[config.mk]
export PLATFORM = sky130hd
export DESIGN_NAME = nanosoc_input_stage_hold
export DESIGN_NICKNAME = d
export VERILOG_FILES = /design/src/rtl/nanosoc_ahb_pkg.sv /design/src/rtl/nanosoc_input_stage_hold.sv
export SDC_FILE = /design/constraint.sdc
export NUM_CORES = 1
export LEC_CHECK = 0
export ABC_AREA = 1
export CORE_AREA = 4 4 85 87
export DETAILED_ROUTE_END_ITERATION = 7
export DIE_AREA = 0 0 89 91
export PLACE_DENSITY = 0.74
export SETUP_SLACK_MARGIN = 0.4
export SKIP_CTS_REPAIR_TIMING = 1
export SLEW_MARGIN = 20
export SYNTH_ARGS = -nofsm -noshare
export SYNTH_HDL_FRONTEND = slang
export SYNTH_SLANG_ARGS = --single-unit
[constraint.sdc]
create_clock -name HCLK -period 1.3 [get_ports HCLK]
set_clock_uncertainty 0.1 [all_clocks]
set_input_delay 0.26 -clock HCLK [delete_from_list [all_inputs] [get_ports HCLK]]
set_output_delay 0.26 -clock HCLK [all_outputs]
set_load 0.005 [all_outputs]
[src/rtl/nanosoc_ahb_pkg.sv]
// Shared AHB-Lite encodings for the nanosoc bus matrix input and output stages.
package nanosoc_ahb_pkg;

    // HTRANS encodings
    localparam logic [1:0] TRN_IDLE   = 2'b00;
    localparam logic [1:0] TRN_BUSY   = 2'b01;
    localparam logic [1:0] TRN_NONSEQ = 2'b10;
    localparam logic [1:0] TRN_SEQ    = 2'b11;

    // HBURST encodings
    localparam logic [2:0] BUR_SINGLE = 3'b000;
    localparam logic [2:0] BUR_INCR   = 3'b001;
    localparam logic [2:0] BUR_WRAP4  = 3'b010;
    localparam logic [2:0] BUR_INCR4  = 3'b011;
    localparam logic [2:0] BUR_WRAP8  = 3'b100;
    localparam logic [2:0] BUR_INCR8  = 3'b101;
    localparam logic [2:0] BUR_WRAP16 = 3'b110;
    localparam logic [2:0] BUR_INCR16 = 3'b111;

    // HRESP encodings
    localparam logic RSP_OKAY  = 1'b0;
    localparam logic RSP_ERROR = 1'b1;

    // True for bursts with a fixed beat count (WRAPx / INCRx).
    function automatic logic burst_is_fixed(input logic [2:0] burst);
        return (burst != BUR_SINGLE) && (burst != BUR_INCR);
    endfunction

endpackage

[src/rtl/nanosoc_input_stage_hold.sv]
// Slave-side input stage of the nanosoc bus matrix: forwards the master's address
// phase to the output arbiters, holding it in a register while it waits for a grant.
module nanosoc_input_stage_hold
    import nanosoc_ahb_pkg::*;
#(
    parameter int unsigned ADDR_W = 32,
    parameter int unsigned PROT_W = 4
) (
    input  logic              HCLK,
    input  logic              HRESETn,
    input  logic              HSELS,
    input  logic [ADDR_W-1:0] HADDRS,
    input  logic [1:0]        HTRANSS,
    input  logic              HWRITES,
    input  logic [2:0]        HSIZES,
    input  logic [2:0]        HBURSTS,
    input  logic [PROT_W-1:0] HPROTS,
    input  logic              HMASTLOCKS,
    input  logic              HREADYS,
    output logic              HREADYOUTS,
    output logic              HRESPS,
    output logic              sel_int,
    output logic [ADDR_W-1:0] addr_int,
    output logic [1:0]        trans_int,
    output logic              write_int,
    output logic [2:0]        size_int,
    output logic [2:0]        burst_int,
    output logic [PROT_W-1:0] prot_int,
    output logic              mastlock_int,
    input  logic              addr_in_phase,
    input  logic              data_in_phase,
    input  logic              HREADYM,
    input  logic              HRESPM,
    output logic              hold_pending
);

    logic              reg_hold_q, reg_hold_d;
    logic [ADDR_W-1:0] addr_q;
    logic [1:0]        trans_q;
    logic              write_q;
    logic [2:0]        size_q;
    logic [2:0]        burst_q;
    logic [PROT_W-1:0] prot_q;
    logic              mastlock_q;

    logic new_tran;
    logic granted;
    logic capture;

    // Only NONSEQ/SEQ are real transfers; IDLE and BUSY are never held.
    assign new_tran = HSELS & HREADYS & HTRANSS[1];
    assign granted  = addr_in_phase & HREADYM;
    assign capture  = new_tran & ~granted & ~reg_hold_q;

    // Hold flag: set on an ungranted new transfer, cleared on the grant edge.
    always_comb begin
        reg_hold_d = reg_hold_q;
        if (capture) begin
            reg_hold_d = 1'b1;
        end else if (reg_hold_q && granted) begin
            reg_hold_d = 1'b0;
        end
    end

    // Hold register: flag plus the captured address-phase fields.
    always_ff @(posedge HCLK) begin
        if (!HRESETn) begin
            reg_hold_q <= 1'b0;
            addr_q     <= '0;
            trans_q    <= TRN_IDLE;
            write_q    <= 1'b0;
            size_q     <= '0;
            burst_q    <= BUR_SINGLE;
            prot_q     <= '0;
            mastlock_q <= 1'b0;
        end else begin
            reg_hold_q <= reg_hold_d;
            if (capture) begin
                addr_q     <= HADDRS;
                trans_q    <= HTRANSS;
                write_q    <= HWRITES;
                size_q     <= HSIZES;
                burst_q    <= HBURSTS;
                prot_q     <= HPROTS;
                mastlock_q <= HMASTLOCKS;
            end
        end
    end

    // Forwarding mux: held fields while waiting, live master inputs otherwise.
    always_comb begin
        sel_int      = HSELS;
        addr_int     = HADDRS;
        trans_int    = HTRANSS;
        write_int    = HWRITES;
        size_int     = HSIZES;
        burst_int    = HBURSTS;
        prot_int     = HPROTS;
        mastlock_int = HMASTLOCKS;
        if (reg_hold_q) begin
            sel_int      = 1'b1;
            addr_int     = addr_q;
            trans_int    = trans_q;
            write_int    = write_q;
            size_int     = size_q;
            burst_int    = burst_q;
            prot_int     = prot_q;
            mastlock_int = mastlock_q;
            // The arbiter may have moved on since the burst started, so a held SEQ
            // restarts as NONSEQ and no longer promises a fixed beat count.
            if (trans_q == TRN_SEQ) begin
                trans_int = TRN_NONSEQ;
                if (burst_is_fixed(burst_q)) begin
                    burst_int = BUR_INCR;
                end
            end
        end
        if (!sel_int) begin
            trans_int = TRN_IDLE;
        end
    end

    // Response path back to the master.
    always_comb begin
        HREADYOUTS = ~reg_hold_q;
        HRESPS     = RSP_OKAY;
        if (data_in_phase) begin
            HREADYOUTS = HREADYM;
            HRESPS     = HRESPM;
        end
    end

    assign hold_pending = reg_hold_q;

    // A master must not start a transfer while this stage is stalling it.
    a_no_new_tran_while_held : assert property (
        @(posedge HCLK) disable iff (!HRESETn) !(reg_hold_q && new_tran)
    );

endmodule

==> flow_metrics.env, run 1 <==
export IMPL_gp_congestion=0.6990
export IMPL_wl_met1_um=3627
export IMPL_status="finished with violations"
export IMPL_port_buffers=103
export IMPL_area_growth_pct=90.86
export IMPL_hpwlAfterDp_um=4615
export IMPL_comb_power_share_pct=29.0
export IMPL_min_period_over_period_pct=135.2
export IMPL_stdcell_count=660
export IMPL_dr_pass1_iters=4
export IMPL_n_antenna_cell=0
export IMPL_violations="setup timing"
export IMPL_slowest_delay_ns=0.37
export IMPL_final_cell_mix="nand2_1, nor2_1, buf_4"
export IMPL_drv_slew=0
export IMPL_max_freq_mhz=569.0
export IMPL_cts_tree="built"
export IMPL_clkLatencyLatePin_ns=0.29
export IMPL_layout_commonest_cell="nand2_1"
export IMPL_cp_start_kind="flop"
export IMPL_setup_viol=96
export IMPL_ys_types=14
export IMPL_netlist_area_leader_share_pct=38.17
export IMPL_cp_cell_sequence="buf_8 -> buf_12 -> clkinv_8 -> nand3_4 -> buf_6 -> nor2_4 -> buf_8 -> clkbuf_16 -> nand2_1 -> nand2_1 -> nor2_1"
export IMPL_start_util_pct=38.82
export IMPL_h_tree_depth=2
export IMPL_rsz0062_at_grt="yes"
export IMPL_clockPowerShare_pct=27.3
export IMPL_cp_required_ns=1.39
export IMPL_wl_met2_um=5008
export IMPL_dr_max_layer_used="met4"
export IMPL_finalHoldViolations=0
export IMPL_fp_dieH_um=91
export IMPL_die_w_um=89
export IMPL_overflow=0
export IMPL_slowest_stage="dfxtp_4"
export IMPL_grt_pass1_vias=2608
export IMPL_syn_inst=410
export IMPL_routed_wl_met3_um=548
export IMPL_period_needed_ns=1.758
export IMPL_grt_pass1_wl_um=10790
export IMPL_drive_gt1_share_pct=40.99
export IMPL_relSlewSlack_pct=85.35
export IMPL_antenna_left=0
export IMPL_hp_class="in2reg"
export IMPL_clock_sinks=47
export IMPL_critPathTopFamily="buffers and inverters"
export IMPL_p_sw_share_pct=27.29
export IMPL_ir_drop_uv=593.3
export IMPL_timing_critical_path_buf_inv=6
export IMPL_vias=3112
export IMPL_cts_max_path_buffers=2
export IMPL_syn_area_mm2=0.002465
export IMPL_avgSynthCellArea_um2=6.012
export IMPL_p_seq_share_pct=43.7
export IMPL_die_area_mm2=0.008099
export IMPL_leakage_nw=2.328
export IMPL_worstSetupPathType="reg2reg"
export IMPL_synth_area_leaders="dfxtp_1, nand2_1, nor2_1, o21ai_0, inv_1"
export IMPL_core_area_mm2=0.006350
export IMPL_fin_util_pct=74.09
export IMPL_seq_area_frac_synth_pct=38.17
export IMPL_power_density_mw_per_mm2=754.1
export IMPL_cts_buffers_inserted=5
export IMPL_syn_num_nets=464
export IMPL_arrival_ns=1.85
export IMPL_synth_seq_cells=47
export IMPL_wire_per_inst_um=14.16
export IMPL_drt_iter0_drc=122
export IMPL_drc=0
export IMPL_cap_violations=0
export IMPL_antenna_found_initial=0
export IMPL_postRouteWirelength_um=9348
export IMPL_path_max_fanout=7
export IMPL_setup_slack_ns=-0.4575
export IMPL_power_total_mw=3.548
export IMPL_ys_warn_count=0
export IMPL_via_per_inst=4.715
export IMPL_fin_nets=636
export IMPL_grt_usage_pct=16.06
export IMPL_p_int_mw=2.579
export IMPL_numPlacedInstances=617
export IMPL_switching_power_uw=968.3
export IMPL_ioPinCount=104
export IMPL_grt_max_degree=52
export IMPL_synth_top_area_cell="dfxtp_1"
export IMPL_hold_ws_ns=0.3083
export IMPL_tns_ns=-34.16
export IMPL_cts_root_buf="clkbuf_8"
export IMPL_row_count=29
export IMPL_path_clk_slew_ns=0.08
export IMPL_tightest_slew_ns=0.2197
export IMPL_endpoint_kind="flop"
-- power by group through the flow --
stage	combinational [mW]	clock [mW]	sequential, mW
6_report	1.03	0.968	1.55
4_1_cts	0.864	0.967	1.54
5_1_grt	1.11	1.04	1.56
2_1_floorplan	0.339	0	1.57
3_3_place_gp	0.845	0	1.57
3_5_place_dp	0.860	0	1.58
-- logic make-up after synthesis --
| logic type | synth area share [%] |
|---|---|
| AND/OR/NAND/NOR | 36.29 |
| buffers and inverters | 15.18 |
| AO/OA/AOI/OAI | 10.36 |
| flip-flops | 38.17 |
-- synthesized netlist by cell type --
master and instances:
nand3_1 3, clkbuf_1 12, o21ai_0 48, buf_6 10, inv_4 1, nand2_1 138, dfxtp_1 47, nor2_2 1
inv_1 52, nand3_2 1, o21a_1 1, nor2_1 92, buf_2 3, a22oi_1 1
-- sequential cells by signal, summed over array words and instances (netlist names) --
name	cells
addr_q	32
burst_q	3
hold_pending	1
mastlock_q	1
prot_q	4
size_q	3
trans_q	2
write_q	1
-- worst min-delay path, cell delays in order --
cell     delay (ns)
buf_2          0.11
buf_12         0.17
nand2_1        0.09
nor2_1         0.03
-- path summary, 6_finish.rpt --
check / end / cells past startpoint / start / slack (ns)
worst max-delay path: addr_q[21]$_SDFFE_PN0P_ / 11 / hold_pending$_SDFFE_PN0P_ / -0.46
worst max register to register: addr_q[21]$_SDFFE_PN0P_ / 11 / hold_pending$_SDFFE_PN0P_ / -0.46
worst min register to register: addr_q[1]$_SDFFE_PN0P_ / 2 / addr_q[1]$_SDFFE_PN0P_ / 0.38
worst min-delay path: addr_q[13]$_SDFFE_PN0P_ / 4 / HRESETn / 0.31
-- per-layer routing --
metal  GRT usage [%]  vias to the layer above
li1                -                     1562
met1           17.58                     1439
met2           29.70                       95
met3           3.258                       16
met4           5.955                        0
met5               0                        -
-- layout make-up --
| type | instances | area [µm²] |
|---|---|---|
| repair buffers | 190 | 1878 |
| fillers | 454 | 1645 |
| multi-input cells | 285 | 1474 |
| flip-flops and latches | 47 | 944.7 |
| inverters | 53 | 211.5 |
| clock buffers | 8 | 100.1 |
| well taps | 77 | 96.34 |
-- stage by stage --
step           worst slack (ns)  area (µm²)
5_1_grt                 -0.5218        4705
3_3_place_gp            -0.5406        3910
4_1_cts                 -0.7919        4010
6_report                -0.4575        4705
3_5_place_dp            -0.5523        3910
2_1_floorplan           0.01771        2521
(Power assumes the default switching activity.)
==> run 2: changes to the inputs <==
--- a/config.mk
+++ b/config.mk
@@ -6,9 +6,11 @@
 export NUM_CORES = 1
 export LEC_CHECK = 0
 export ABC_AREA = 1
-export CORE_AREA = 4 4 85 87
+export CELL_PAD_IN_SITES_DETAIL_PLACEMENT = 2
+export CELL_PAD_IN_SITES_GLOBAL_PLACEMENT = 2
+export CORE_AREA = 4 4 119 121
 export DETAILED_ROUTE_END_ITERATION = 7
-export DIE_AREA = 0 0 89 91
+export DIE_AREA = 0 0 123 125
 export PLACE_DENSITY = 0.74
 export SETUP_SLACK_MARGIN = 0.4
 export SKIP_CTS_REPAIR_TIMING = 1
==> run 2 against run 1 <==
  * The run still ends with setup timing left
  * Highest routed layer unchanged
  * Non-clock buffer count grew 12
  * Via count grew 4.4%
  * Core utilization shrank 36 points
  * Hold slack lost 0.055 ns
  * Final area grew 6.4%
  * Critical path depth is the same
  * First-iteration DRC count shrank 35%
  * Sequential share of layout area shrank 1.2 points
  * Maximum frequency shrank 2.5%
  * Final cell count grew 17%
  * Clock-buffer cell count shrank 2
  * Critical path type unchanged
==> flow_metrics.env, run 2 (synthesized netlist as in run 1, its figures left out) <==
export IMPL_status="finished with violations"
export IMPL_violations="setup timing"
export IMPL_via_per_inst=4.215
export IMPL_tns_ns=-38.31
export IMPL_wire_per_inst_um=15.36
export IMPL_arrival_ns=1.88
export IMPL_cp_cell_sequence="buf_12 -> buf_12 -> clkinv_8 -> nand3_4 -> buf_6 -> nor2_4 -> buf_12 -> clkbuf_16 -> nand2_2 -> nand2_1 -> nor2_1"
export IMPL_fin_nets=648
export IMPL_hpwlAfterDp_um=6735
export IMPL_setup_viol=96
export IMPL_postRouteWirelength_um=11840
export IMPL_n_antenna_cell=0
export IMPL_area_growth_pct=103.1
export IMPL_grt_max_degree=51
export IMPL_die_w_um=123
export IMPL_cp_required_ns=1.38
export IMPL_drv_slew=0
export IMPL_leakage_nw=2.370
export IMPL_fp_dieH_um=125
export IMPL_slowest_stage="dfxtp_4"
export IMPL_clkLatencyLatePin_ns=0.29
export IMPL_dr_pass1_iters=3
export IMPL_endpoint_kind="flop"
export IMPL_final_cell_mix="nand2_1, nor2_1, buf_4"
export IMPL_num_fill_cells=1474
export IMPL_worstSetupPathType="reg2reg"
export IMPL_cap_violations=0
export IMPL_max_freq_mhz=554.7
export IMPL_drt_iter0_drc=79
export IMPL_critPathTopFamily="buffers and inverters"
export IMPL_relSlewSlack_pct=79.81
export IMPL_vias=3250
export IMPL_dpl_cell_area_mm2=0.004051
export IMPL_hold_ws_ns=0.2534
export IMPL_path_clk_slew_ns=0.07
export IMPL_slowest_delay_ns=0.36
export IMPL_rsz0062_at_grt="yes"
export IMPL_gp_congestion=0.7069
export IMPL_cts_tree="built"
export IMPL_ioPinCount=104
export IMPL_drive_gt1_share_pct=42.69
export IMPL_fin_util_pct=38.27
export IMPL_period_needed_ns=1.803
export IMPL_setup_slack_ns=-0.5029
export IMPL_rrSetupSlack_ns=-0.50
export IMPL_antenna_found_initial=0
export IMPL_core_area_mm2=0.01309
export IMPL_power_density_mw_per_mm2=784.3
export IMPL_port_buffers=103
export IMPL_drc=0
export IMPL_grt_usage_pct=11.56
export IMPL_tightest_slew_ns=0.3029
export IMPL_fin_area_mm2=0.005007
export IMPL_timing_critical_path_buf_inv=6
export IMPL_crit_top_cell="buf_12"
export IMPL_finalHoldViolations=0
export IMPL_layout_commonest_cell="nand2_1"
export IMPL_cts_buffers_inserted=5
export IMPL_cp_start_kind="flop"
export IMPL_grt_pass1_vias=3220
export IMPL_start_util_pct=18.84
export IMPL_cts_max_path_buffers=2
export IMPL_row_count=42
export IMPL_die_area_mm2=0.01538
export IMPL_top_regs="addr_q: 32 flops, prot_q: 4 flops"
export IMPL_hp_class="in2reg"
export IMPL_antenna_left=0
export IMPL_h_tree_depth=2
export IMPL_clock_sinks=47
export IMPL_path_max_fanout=8
export IMPL_overflow=0
export IMPL_largest_reg_flops=32
export IMPL_largest_register="addr_q"
export IMPL_min_period_over_period_pct=138.7
export IMPL_ir_drop_uv=437.4
export IMPL_cts_root_buf="clkbuf_16"
export IMPL_grt_pass1_wl_um=14790
[run 2: cell count changes in the layout (fill, tap and decap cells not counted), moves of 7 or more]
cell / before / now
nor2_1: 84 / 75
nand2_1: 85 / 99
nand2_2: 48 / 33
clkbuf_8: 7 / 0
buf_4: 52 / 61
buf_2: 30 / 38
[run 2: final cells by class]
type | instances | area, µm² | share of cell area [%]
clock buffer | 6 | 128.9 | 2.574
clock inverter | 2 | 12.51 | 0.2499
inverter | 53 | 211.5 | 4.223
tap | 176 | 220.2 | 4.398
multi-input combinational | 285 | 1531 | 30.58
timing repair buffer | 202 | 1958 | 39.11
sequential | 47 | 944.7 | 18.87
[run 2: final timing paths]
kind | start | cells after the start | end
setup / recovery | hold_pending$_SDFFE_PN0P_ | 11 | size_q[1]$_SDFFE_PN0P_
hold / removal | HRESETn | 3 | addr_q[19]$_SDFFE_PN0P_
setup reg to reg | hold_pending$_SDFFE_PN0P_ | 11 | size_q[1]$_SDFFE_PN0P_
hold reg to reg | addr_q[22]$_SDFFE_PN0P_ | 2 | addr_q[22]$_SDFFE_PN0P_
[run 2: per-layer routing]
metal | part of all wire (%) | vias to the layer above | global-route usage, % | routed length, µm
li1 | - | 1595 | - | -
met1 | 41 | 1572 | 13.38 | 4835
met2 | 53 | 72 | 20.55 | 6334
met3 | 4.6 | 11 | 3.659 | 544
met4 | 1.1 | 0 | 2.736 | 129
met5 | 0 | - | 0 | 0
[run 2: worst min-delay path: cells and delay by family]
| kind | cells | cell delay, ns |
|---|---|---|
| buffers and inverters | 1 | 0.20 |
| and+or+nand+nor | 2 | 0.14 |
[run 2: where the power goes]
| part | switching [mW] | internal, mW | total (mW) |
|---|---|---|---|
| Combinational | 0.472 | 0.625 | 1.10 |
| Clock | 0.562 | 0.711 | 1.27 |
| Sequential | 0.0509 | 1.51 | 1.56 |
[run 2: per-stage QoR]
step	std cells	worst slack [ns]	power, mW
after floorplan	410	0.01771	1.906
after global placement	720	-0.5401	2.443
after detailed placement	720	-0.6012	2.482
after CTS	728	-0.8578	3.789
after global routing	771	-0.5896	4.161
final	771	-0.5029	3.927
==> run 3: changes to the inputs <==
--- a/config.mk
+++ b/config.mk
@@ -9,6 +9,7 @@
 export CELL_PAD_IN_SITES_DETAIL_PLACEMENT = 2
 export CELL_PAD_IN_SITES_GLOBAL_PLACEMENT = 2
 export CORE_AREA = 4 4 119 121
+export CTS_CLUSTER_SIZE = 28
 export DETAILED_ROUTE_END_ITERATION = 7
 export DIE_AREA = 0 0 123 125
 export PLACE_DENSITY = 0.74
==> results of run 3 <==
The final DEF is identical to that of run 2; final timing and power are the same.
